$ cat src/rtl/seq_multiplier.sv
// Sequential radix-2 shift-add multiplier: one multiplier bit per clock, WIDTH-cycle latency.
// Two's-complement mode subtracts the last partial product, which gives an exact signed result.
module seq_multiplier #(
    parameter int WIDTH  = 4,
    parameter int SIGNED = 0
) (
    input  logic               clk,
    input  logic               rst,
    input  logic               start,
    input  logic [WIDTH-1:0]   a,
    input  logic [WIDTH-1:0]   b,
    output logic               busy,
    output logic               done,
    output logic [2*WIDTH-1:0] p
);

    localparam int PW = 2 * WIDTH;
    localparam int CW = $clog2(WIDTH) + 1;
    localparam logic [CW-1:0] LAST = CW'(WIDTH - 1);

    typedef enum logic [1:0] {
        IDLE,
        RUN,
        DONE
    } state_t;

    state_t          state;
    logic [PW-1:0]   mcand;
    logic [PW-1:0]   acc;
    logic [PW-1:0]   addend;
    logic [PW-1:0]   acc_next;
    logic [WIDTH-1:0] mplier;
    logic [CW-1:0]   count;
    logic            last_bit;
    logic            a_sign;

    assign a_sign = (SIGNED != 0) ? a[WIDTH-1] : 1'b0;

    // The multiplier MSB carries weight -2^(WIDTH-1) in signed mode, so its partial product is subtracted.
    always_comb begin
        last_bit = (count == LAST);
        addend   = '0;
        if (mplier[0]) begin
            if ((SIGNED != 0) && last_bit)
                addend = ~mcand + PW'(1);
            else
                addend = mcand;
        end
        acc_next = acc + addend;
    end

    always_ff @(posedge clk or posedge rst) begin
        if (rst) begin
            state  <= IDLE;
            busy   <= 1'b0;
            done   <= 1'b0;
            p      <= '0;
            acc    <= '0;
            count  <= '0;
            mcand  <= '0;
            mplier <= '0;
        end else begin
            done <= 1'b0;
            case (state)
                IDLE, DONE: begin
                    if (start) begin
                        mcand  <= {{WIDTH{a_sign}}, a};
                        mplier <= b;
                        acc    <= '0;
                        count  <= '0;
                        busy   <= 1'b1;
                        state  <= RUN;
                    end else begin
                        state <= IDLE;
                    end
                end
                RUN: begin
                    acc    <= acc_next;
                    mcand  <= mcand << 1;
                    mplier <= mplier >> 1;
                    count  <= count + 1'b1;
                    // p is only written here, so the accumulator's partial sums never reach the output.
                    if (last_bit) begin
                        p     <= acc_next;
                        done  <= 1'b1;
                        busy  <= 1'b0;
                        state <= DONE;
                    end
                end
                default: begin
                    state <= IDLE;
                    busy  <= 1'b0;
                end
            endcase
        end
    end

endmodule

$ cat config.mk
export PLATFORM = sky130hd
export DESIGN_NAME = seq_multiplier
export DESIGN_NICKNAME = d
export VERILOG_FILES = /design/src/rtl/seq_multiplier.sv
export SDC_FILE = /design/constraint.sdc
export NUM_CORES = 1
export LEC_CHECK = 0
export CORE_MARGIN = 4
export CORE_UTILIZATION = 54
export DETAILED_ROUTE_END_ITERATION = 8
export HOLD_SLACK_MARGIN = 0.1
export MAX_ROUTING_LAYER = met4
export PLACE_DENSITY = 0.78
export SLEW_MARGIN = 10
export SYNTH_ARGS = -nofsm -noshare
export SYNTH_HDL_FRONTEND = slang
export SYNTH_SLANG_ARGS = --single-unit
$ cat constraint.sdc
create_clock -name clk -period 3.5 [get_ports clk]
set_clock_uncertainty 0.2 [all_clocks]
set_input_delay 0.7 -clock clk [delete_from_list [all_inputs] [get_ports clk]]
set_output_delay 0.7 -clock clk [all_outputs]
set_load 0.03 [all_outputs]
==> metrics.md <==
| Metric | Value |
|---|---|
| # IOs | 21 |
| Achievable Freq | 385 MHz |
| Worst Setup SP | mplier[0]$_DFFE_PP0P_ |
| Pleak | 0.946 nW |
| Clock-pin transition on the worst setup and hold timing paths | 100 ps |
| Number of CTS-inserted buffers | 5 |
| HP Class | reg2reg |
| CP Cell Sequence | and2_1 -> ha_1 -> inv_1 -> fa_1 -> nor2b_4 -> o31a_1 -> o21a_1 -> or3_1 -> a32o_1 |
| Global-route wire length before repair | 6040 µm |
| Minimum clock period | 2600 ps |
| Pwr dens | 982 nW/µm² |
| Post-CTS Resized | 0 |
| Cell at the slowest stage of the critical path | dfrtp_1 |
| CTS tree | done |
| WS Path Type | reg2reg |
| Startpoint types | flop |
| Synth warn | 0 |
| Max-slew headroom | 72.1% |
| Initial DRC count | 61 |
| Slew @ Worst Pin | 416 ps |
| Final hold vios | 0 |
| Buf/Inv on CP | 1 |
| Critical path's top delay family | compound AO/OA/AOI/OAI gates |
| DIE WIDTH | 63.9 µm |
| Number of synthesized flops with an enable pin | 0 |
| Core ar. | 3030 µm² |
| Part of the cycle the worst path needs | 74.2% |
| Most frequent cells in the layout | dfrtp_1, clkdlybuf4s50_1, nand2_1, nor2_1, a22o_1 |
| Routed WL per cell | 14.4 µm |
| Post-Syn Nets | 179 |
| Synth unique cells | 34 |
| Via Count | 1274 |
| Initial antenna violation count | 0 |
| Sequential-to-total area share from yosys stat | 51.9% |
| Data arrival, critical path | 2630 ps |
| RSZ-0062 raised after global routing | false |
| Cts hold-fix bufs | 0 |
| Rows | 20 |
| Syn Area/Cell | 10.7 µm² |
| Pre-CTS setup slack | 935 ps |
| Nets@finish | 205 |
| Vias/cell | 5.56 |
| Starting density of the core | 55.7% |
| Clock Tree Buf Depth | 2 |
| Most common cell after layout, fill and taps aside | dfrtp_1 |
| Total gr overflow | 0 |
| GP Congestion | 0.817 |
| Slowest stage delay, CP | 470 ps |
| Fin. max-slew vios | 0 |
| Gate Count Post-Synth | 158 |
| DRC violations left | 0 |
| PortBufs | 20 |
| Num Clock Sinks | 35 |
| Filler instances | 239 |
| Worst path required time | 3530 ps |
| Largest net degree at the start of global routing | 36 |
| Primary FF master, synth | dfrtp_1 |
| Worst hold start | p[3]$_DFFE_PP0P_ |
| Detailed placement HPWL | 2430 µm |
| Die outline height | 63.9 µm |
| Post-CTS Setup Inserts | 0 |
| Htree depth | 2 |
| Antenna diodes | 0 |
| Area of the mapped netlist | 1690 µm² |
| CP Max Fanout | 9 |
| Status | finished, final reports clean |
| Max_cap viols | 0 |
| Max VDD drop | 0.000544 V |
| Post-synthesis register bit count | 35 |
| Total GRT Usage | 19.7% |
| Share of cells above drive strength 1 | 8.65% |
| Vias in the first global route | 1340 |
| Number of nets with antenna violations after routing | 0 |
| TNS Setup | 0 ps |
| CTS Root Cell | clkbuf_4 |
| # setup viols final | 0 |
| Clock Latency Late Sink | 330 ps |
| CP endpoint kind | flop |
| First-pass DRT Iterations | 4 |
| Reg-to-Reg Start | mplier[0]$_DFFE_PP0P_ |
| Ys async rst share | 100% |
| Setup ws final | 904 ps |
| Die footprint | 4080 µm² |
| P&R area growth vs syn | 19.5% |
| Final WL | 3310 µm |
cell usage after synthesis, types with 2 or more instances:
| cell type | count | share of area, % |
|---|---|---|
| a21oi_1 | 6 | 1.8 |
| a22o_1 | 11 | 5.7 |
| and2_1 | 7 | 2.6 |
| clkbuf_1 | 2 | 0.44 |
| dfrtp_1 | 35 | 52 |
| ha_1 | 9 | 6.7 |
| inv_1 | 9 | 2.0 |
| mux2_2 | 4 | 2.7 |
| nand2_1 | 14 | 3.1 |
| nand2b_1 | 2 | 0.74 |
| nor2_1 | 14 | 3.1 |
| nor2b_1 | 2 | 0.74 |
| o211ai_1 | 3 | 1.3 |
| o21a_1 | 2 | 0.89 |
| o21ai_0 | 10 | 3.0 |
| o22ai_1 | 7 | 2.6 |
| or3_1 | 2 | 0.74 |
| xnor2_1 | 3 | 1.6 |
flip-flops by register name, summed over array words and instances (netlist names):
register	cells
busy	1
count	3
p	8
done	1
mcand	8
state	2
mplier	4
acc	8
report_power, final:
group	total (mW)	switching [mW]	internal [mW]
clock network	0.246	0.128	0.118
logic	1.03	0.562	0.469
registers	0.705	0.120	0.585
stage by stage:
step	power, mW	instances	instance area (µm²)	utilization, %	hold slack, ps
6_report	1.98	229	2020	66.6	285
5_1_grt	2.15	229	2020	66.6	305
4_1_cts	1.99	229	2020	66.6	288
3_5_place_dp	1.74	221	1950	64.3	267
3_3_place_gp	1.69	221	1950	64.3	257
2_1_floorplan	1.45	158	1690	-	266
layer usage:
metal  GRT usage [%]  routed length [µm]  up-vias
met3            4.22                 117       10
met5               -                   0        -
li1                -                   -      615
met4            9.70                  91        0
met2            32.4                1630       27
met1            22.8                1470      622
path summary, 6_finish.rpt:
check	slack [ps]	depth (start not counted)	to
worst max register to register	900	9	acc[6]$_DFFE_PP0P_
max in group asynchronous	2250	3	state[1]$_DFFE_PP0P_
worst max-delay path	900	9	acc[6]$_DFFE_PP0P_
min in group asynchronous	550	3	mcand[1]$_DFFE_PP0P_
worst min-delay path	280	2	p[3]$_DFFE_PP0P_
worst min register to register	280	2	p[3]$_DFFE_PP0P_
layout make-up:
type	count	area (µm²)	area share, %
flip-flops and latches	35	876	43.4
repair buffers	23	223	11.0
clock buffers	8	68.8	3.41
inverters	9	33.8	1.67
well taps	44	55.1	2.73
multi-input cells	110	761	37.7
worst min-delay path, stage by stage (launching register included):
cell     delay (ps)
dfrtp_1         360
nand2_1          50
nand2_1          50
kinds of logic (layout without fill, tap and decap cells):
| family | after synthesis | in the layout | synth area share, % |
|---|---|---|---|
| flops | 35 | 35 | 51.9 |
| fa+ha+maj | 10 | 10 | 7.86 |
| xor+xnor | 4 | 4 | 2.08 |
| mux | 5 | 5 | 3.26 |
| simple gates | 45 | 45 | 13.0 |
| buf+inv | 13 | 40 | 3.04 |
| compound gates | 46 | 46 | 18.9 |
Note: power is estimated with default switching activity, not from simulation.
